File: src/rtl/alu_iter_mul.sv
// alu_iter_mul: handshaked ALU.
// ADD/SUB/AND/OR/XOR complete in one cycle. Unsigned MUL is a fixed WIDTH-cycle
// shift-add sequence. A result and its flags are held until the consumer takes it.
module alu_iter_mul #(
  parameter int WIDTH = 8,
  parameter int CNT_W = $clog2(WIDTH+1)
) (
  input  logic               clk,
  input  logic               reset,
  input  logic               in_valid,
  output logic               in_ready,
  input  logic [WIDTH-1:0]   A,
  input  logic [WIDTH-1:0]   B,
  input  logic [3:0]         ALUControl,
  output logic               out_valid,
  input  logic               out_ready,
  output logic [2*WIDTH-1:0] Result,
  output logic               zero,
  output logic               carry,
  output logic               ovf,
  output logic               err
);
  localparam logic [3:0] OP_ADD = 4'b0000;
  localparam logic [3:0] OP_SUB = 4'b0001;
  localparam logic [3:0] OP_AND = 4'b0010;
  localparam logic [3:0] OP_OR  = 4'b0011;
  localparam logic [3:0] OP_XOR = 4'b0100;
  localparam logic [3:0] OP_MUL = 4'b1111;

  typedef enum logic [1:0] {S_IDLE, S_MUL, S_DONE} state_t;

  state_t               r_state, w_next;
  logic [2*WIDTH-1:0]   r_mcand, r_acc, r_result;
  logic [WIDTH-1:0]     r_mplier;
  logic [CNT_W-1:0]     r_cnt;
  logic                 r_zero, r_carry, r_ovf, r_err;

  logic                 w_accept, w_last;
  logic [WIDTH:0]       w_sum, w_diff;
  logic [WIDTH-1:0]     w_lo;
  logic                 w_c, w_e;
  logic [2*WIDTH-1:0]   w_acc_next;

  assign in_ready  = (r_state == S_IDLE) | ((r_state == S_DONE) & out_ready);
  assign w_accept  = in_valid & in_ready;
  assign out_valid = (r_state == S_DONE);
  assign Result    = r_result;
  assign zero      = r_zero;
  assign carry     = r_carry;
  assign ovf       = r_ovf;
  assign err       = r_err;

  assign w_sum      = {1'b0, A} + {1'b0, B};
  assign w_diff     = {1'b0, A} + {1'b0, ~B} + (WIDTH+1)'(1);
  assign w_last     = (r_cnt == CNT_W'(WIDTH-1));
  assign w_acc_next = r_acc + (r_mplier[0] ? r_mcand : '0);

  // Single-cycle result and flags straight from the operand inputs.
  always_comb begin
    w_lo = '0;
    w_c  = 1'b0;
    w_e  = 1'b0;
    case (ALUControl)
      OP_ADD: begin w_lo = w_sum[WIDTH-1:0];  w_c = w_sum[WIDTH];  end
      OP_SUB: begin w_lo = w_diff[WIDTH-1:0]; w_c = w_diff[WIDTH]; end
      OP_AND: w_lo = A & B;
      OP_OR:  w_lo = A | B;
      OP_XOR: w_lo = A ^ B;
      OP_MUL: w_lo = '0;
      default: w_e = 1'b1;
    endcase
  end

  // State register.
  always_ff @(posedge clk or posedge reset) begin
    if (reset) r_state <= S_IDLE;
    else       r_state <= w_next;
  end

  // Next state: IDLE and DONE both start a new op on accept; DONE drains to IDLE.
  always_comb begin
    w_next = r_state;
    case (r_state)
      S_MUL: if (w_last) w_next = S_DONE;
      default: begin
        if (w_accept)
          w_next = (ALUControl == OP_MUL) ? S_MUL : S_DONE;
        else if (r_state == S_DONE && out_ready)
          w_next = S_IDLE;
      end
    endcase
  end

  // Datapath: latch operands on accept, iterate the multiplier, register results.
  always_ff @(posedge clk or posedge reset) begin
    if (reset) begin
      r_mcand  <= '0;
      r_mplier <= '0;
      r_acc    <= '0;
      r_cnt    <= '0;
      r_result <= '0;
      r_zero   <= 1'b0;
      r_carry  <= 1'b0;
      r_ovf    <= 1'b0;
      r_err    <= 1'b0;
    end else if (r_state == S_MUL) begin
      r_acc    <= w_acc_next;
      r_mcand  <= r_mcand << 1;
      r_mplier <= r_mplier >> 1;
      r_cnt    <= r_cnt + CNT_W'(1);
      if (w_last) begin
        r_result <= w_acc_next;
        r_zero   <= (w_acc_next == '0);
        r_ovf    <= |w_acc_next[2*WIDTH-1:WIDTH];
        r_carry  <= 1'b0;
        r_err    <= 1'b0;
      end
    end else if (w_accept) begin
      if (ALUControl == OP_MUL) begin
        r_mcand  <= {{WIDTH{1'b0}}, A};
        r_mplier <= B;
        r_acc    <= '0;
        r_cnt    <= '0;
      end else begin
        r_result <= {{WIDTH{1'b0}}, w_lo};
        r_zero   <= (w_lo == '0);
        r_carry  <= w_c;
        r_ovf    <= 1'b0;
        r_err    <= w_e;
      end
    end
  end
endmodule
File: config.mk
export PLATFORM = sky130hd
export DESIGN_NAME = alu_iter_mul
export DESIGN_NICKNAME = d
export VERILOG_FILES = /design/src/rtl/alu_iter_mul.sv
export SDC_FILE = /design/constraint.sdc
export NUM_CORES = 1
export LEC_CHECK = 0
export BUFFER_PORTS_ARGS = -buffer_cell sky130_fd_sc_hd__buf_2
export CAP_MARGIN = 20
export CORE_MARGIN = 2
export CORE_UTILIZATION = 55
export DETAILED_ROUTE_END_ITERATION = 8
export PLACE_DENSITY = 0.75
export SLEW_MARGIN = 20
export SYNTH_ARGS = -nofsm -noshare
export SYNTH_HDL_FRONTEND = slang
export SYNTH_SLANG_ARGS = --single-unit
File: constraint.sdc
create_clock -name clk -period 6.1 [get_ports clk]
set_input_delay 0.61 -clock clk [delete_from_list [all_inputs] [get_ports clk]]
set_output_delay 0.61 -clock clk [all_outputs]
set_load 0.05 [all_outputs]
# Word level (Yosys, flattened, before mapping)
# Cells that the tools add are included.
# W data, S select, Z words.
[word_totals]
register_bits = 66
inputBits = 24
out_inout_bits = 22
[classes]
n_addsub = 5
n_eq_ne = 10
mux = 40
n_bitwise = 7
reduce_logical = 13
[op_table]
columns = ["operator", "count"]
rows = [
  ["$mux W16", 11],
  ["$pmux W8 S5", 1],
  ["$mux W8", 3],
  ["$add A8 B8 Y9", 2],
  ["$add A16 B16 Y16", 1],
  ["$logic_not A16 Y1", 1],
  ["$mux W1", 16],
  ["$mux W4", 3],
  ["$mux W2", 5],
  ["$add A9 B1 Y9 const B", 1],
  ["$and A8 B8 Y8", 1],
  ["$eq A4 B2 Y1 const B", 2],
  ["$eq A4 B3 Y1 const B", 2],
  ["$logic_not A8 Y1", 1],
  ["$not A8 Y8", 1],
  ["$or A8 B8 Y8", 1],
  ["$reduce_or A8 Y1", 1],
  ["$xor A8 B8 Y8", 1],
  ["$reduce_or A5 Y1", 1],
  ["$add A4 B1 Y4 const B", 1],
  ["$eq A4 B1 Y1 const B", 1],
  ["$eq A4 B4 Y1 const B", 1],
  ["$logic_not A4 Y1", 1],
  ["$reduce_and A2 Y1", 2],
  ["other kinds (12)", 14],
]

# Longest topological paths before layout
[logic_depth]
ltp_word = 8
mapped_depth = 12
mapped_depth_nobuf = 11

# Least setup slack after synthesis
# OpenSTA, ideal clock, no wires.
[synth_path]
kind = "register -> register"
startpoint = "reg r_mplier[0]"
endpoint = "reg r_zero, in the netlist zero"
arrival_time_ns = 2.570
path_slack_ns = 3.435
stages_incl_launch_ff = 12
period_less_slack_ns = 2.665
path_cell_list = "dfrtp_1 -> and2_1 -> ha_1 -> fa_1 -> a21oi_2 -> o211ai_2 -> and4b_1 -> a311o_1 -> o21ai_0 -> o31a_2 -> nand4_1 -> o31ai_1"
[synth_between]
elab_chain_cells = 5
[synth_rtl]
columns = ["element", "line_no", "source"]
rows = [
  ["start, declared", "34", "logic [WIDTH-1:0] r_mplier;"],
  ["start signal, assigned", "109", "r_mplier <= r_mplier >> 1;"],
  ["$mux W16", "56", "assign w_acc_next = r_acc + (r_mplier[0] ? r_mcand : '0);"],
  ["$add A16 B16 Y16", "56", ""],
  ["$logic_not A16 Y1", "113", "r_zero <= (w_acc_next == '0);"],
  ["$mux W1", "111", "if (w_last) begin"],
  ["$mux W1", "106", "end else if (r_state == S_MUL) begin"],
  ["end signal, assigned", "113", ""],
  ["end signal, assigned", "126", "r_zero <= (w_lo == '0);"],
  ["end, declared", "36", "logic r_zero, r_carry, r_ovf, r_err;"],
]
# No other way between the ends. The select of a mux whose other input is x is not followed.
# A chain may end at the register's enable or synchronous reset.

# Worst setup path after layout
[layout_path]
startpoint = "reg r_state[0]"
endpoint = "reg r_zero, in the netlist zero"
[layout_between]
elab_chain_cells = 6
word_cells_on_any_way = 11
cone_classes = "eq/ne (4); mux (1); bitwise (3); reduce/logical (3)"
[layout_rtl]
columns = ["element", "line_no", "source"]
rows = [
  ["start, declared", "32", "state_t r_state, w_next;"],
  ["start signal, assigned", "77", "else r_state <= w_next;"],
  ["$eq A2 B2 Y1", "44", "assign in_ready = (r_state == S_IDLE) | ((r_state == S_DONE) & out_ready);"],
  ["$and A1 B1 Y1", "44", ""],
  ["$or A1 B1 Y1", "44", ""],
  ["$and A1 B1 Y1", "45", "assign w_accept = in_valid & in_ready;"],
  ["$reduce_bool A2 Y1 (no line)", "n/a", ""],
  ["$reduce_and A3 Y1 (no line)", "n/a", ""],
]
# Parallel ways exist; a longest one is shown, timed or not.

==> impl_metrics.toml <==
[power]
leakage_nw = 2.55
powerDensity_nw_per_um2 = 425
vdd_ir_drop_max_uv = 226
total_power_mw = 2.21

[sta]
final_hold_viol_count = 0
slew_headroom = 0.331
finClkSkew_ns = 0.0129
fin_crit_sh = 0.518
setup_viol = 0
tns_ns = 0
fmax_mhz = 316
setup_ws_ns = 2.94
fin_crit_ns = 3.16
drv_slew = 0
worstMarginPinSlew_ns = 1.00
rsz0062_at_grt = "false"
hold_ws_ns = 0.474

[clock_tree]
tritoncts = "yes"
htreeDepth = 3
holdBufCountCts = 0
clk_pin_slew_ns = 0.07
clockBufferDepth = 2
clock_sinks = 66
cts-resized-gates = 0
cts-root-buf = "clkbuf_8"
cts_buffers = 9
postCtsSetupBuffers = 0
clkLatencyLatePin_ns = 0.34

[logic_synthesis]
synth.avg_cell_area_um2 = 8.47
synthAdderAreaFrac = 0.121
synth_xor_area_frac = 0.0351
synth_top_area_cell = "dfrtp_1"
synth-edff-count = 0
postSynthCellCount = 560
synthMuxAreaShare = 0.00422
ys_warn_count = 0
synth_compound_area_frac = 0.226
synth_top_family_by_area = "compound AO/OA/AOI/OAI gates"
ys_ff_latch = 66
yosys-top-cells-area = "dfrtp_1 (35%), ha_1 (11%), nand2_1 (9.3%), o21ai_0 (4.9%), a22oi_1 (2.8%)"
async_flop_share = 1.00
ys_seq_area_frac = 0.348
syn_nets = 628
synth_flop_cell = "dfrtp_1"
synth_top_cell_area_share = 0.348
synth_simple_gate_area_frac = 0.219
yosysUniqueCellTypes = 67
synthesis.area_um2 = 4750

[route]
wirelength_um = 11300
drt_iter0_markers = 304
vias_per_cell = 6.03
drc = 0
antenna_left = 0
firstDrtPassIters = 7
routedWlPerCell_um = 16.1
vias = 4239

[die]
die_y_um = 96.9
core_um2 = 8300
die_w_um = 96.9
initial_core_util = 0.572
die_area_um2 = 9390
fp-row-count = 33
boundaryPins = 46

[hold_path]
min_to = "Result[0]"
hold_start = "Result[0]"
hold_depth = 2
worstHoldPathType = "reg2reg"

[worst_setup_path]
critPathKind = "reg2reg"
worstSetupStartpointType = "flip-flop"
r2r_cells = 7
required_ns = 6.32
arrival_ns = 3.38
path_delay_family = "simple AND/OR/NAND/NOR gates"
r2r-end = "zero"
slowest_stage = "nor2_2"
crit_cells = 7
cpPeakStageDelay_ns = 0.82
path_buf_inv = 0
reg2reg_from = "r_state[0]"
r2r_slack_ns = 2.94
cp_cell_sequence = "nand2_1 > nor2_1 > nor2_2 > nor3_1 > and4_1 > a32oi_1 > o31ai_1"
crit_fanout = 30
end_kind = "flip-flop"

[placed_design]
dpl_worst_slack_ns = 2.89
gp_congestion = 0.967
port_buffers = 45
dpl.hpwl_um = 8440

[layout]
final_core_util = 0.628
syn2layout_area_growth_pct = 9.75
nNetsFinal = 661
fill_cells = 711
num_antenna_cells = 0
drive_gt1_frac = 0.137

[run_status]
status = "finished, final reports clean"

[global_route]
grt_usage = 0.242
grt_pass1_wl_um = 18600
grt_max_degree = 67
antenna_found_initial = 0
first_global_vias = 3789
gr-total-overflow = 0

[run]
cap_violations = 0
==> cell families (layout without fill, tap and decap cells) <==
logic type	Yosys count	in the layout
and+or+nand+nor	218	218
buffers and inverters	54	92
xor gates and xnor gates	19	19
AOI/OAI and AO/OA	157	157
muxes	2	2
DFF	66	66
adders and majority gates	44	44
==> layer usage <==
metal	global-route usage	vias up	wire length (µm)
met4	0.0639	0	199
li1	-	2046	-
met5	0	-	0
met3	0.0520	18	972
met2	0.350	218	4820
met1	0.366	1957	5320
==> worst max path at each step <==
stage,from,to
floorplan,r_mplier[0],zero
global placement,ALUControl[0],zero
detailed placement,ALUControl[0],zero
CTS,r_state[0],zero
global route,r_state[0],zero
finish,r_state[0],zero
==> cells in the final DEF, fill, tap and decap left out, types with 8 or more instances in the layout <==
cell type	n
and2_1	17
nor3_1	12
buf_2	45
o21ai_0	46
o21bai_1	8
nand3_1	9
nor2_1	24
ha_1	41
a22oi_1	18
xnor2_1	12
a21oi_1	22
nand2_1	118
clkbuf_8	9
inv_1	26
dfrtp_1	66
==> power by group <==
part	internal, mW	switching (mW)	total, mW
clock network	0.188	0.166	0.354
logic	0.346	0.762	1.11
registers	0.619	0.133	0.752
==> final cells by class <==
class                           count  area (µm²)  area share
Clock inverter                      5        55.1      0.0106
Tap cell                          105         131      0.0252
Timing Repair Buffer               49         255      0.0490
Multi-Input combinational cell    440        2880       0.553
Inverter                           27         101      0.0195
Sequential cell                    66        1650       0.317
Clock buffer                       11         131      0.0252
==> Yosys cell counts (all sizes together) (4+ instances only) <==
| cell type | n |
|---|---|
| buf | 10 |
| o21ai | 46 |
| o22ai | 7 |
| xor2 | 7 |
| xnor2 | 12 |
| nand4 | 4 |
| a21o | 7 |
| nor2b | 7 |
| o211ai | 7 |
| o31ai | 5 |
| a221o | 4 |
| nor2 | 25 |
| clkbuf | 17 |
| dfrtp | 66 |
| nand2 | 119 |
| a31oi | 6 |
| and2 | 17 |
| a21oi | 25 |
| inv | 27 |
| a22oi | 18 |
| nor3 | 13 |
| o21bai | 8 |
| a211oi | 4 |
| o311ai | 4 |
| nand3 | 9 |
| ha | 41 |
==> registers in the layout, summed over array words and instances (netlist names), 2 cells and up <==
name and flops:
r_state 2, r_mplier 8, r_cnt 4, r_mcand 16, Result 16, r_acc 16
==> through the flow <==
stage          instance area (µm²)  instances
2_1_floorplan                 4750        560
3_3_place_gp                  5020        687
3_5_place_dp                  5020        687
4_1_cts                       5210        703
5_1_grt                       5210        703
6_report                      5210        703
==> worst reg2reg max path, cell delays in order, from the launching register on <==
cell and delay, ns:
dfrtp_1 0.50, nand2_1 0.76, nor2_1 0.24, nor2_2 0.82, nor3_1 0.14, and4_1 0.25
a32oi_1 0.22, o31ai_1 0.10
Power figures use the tool's default switching activity.
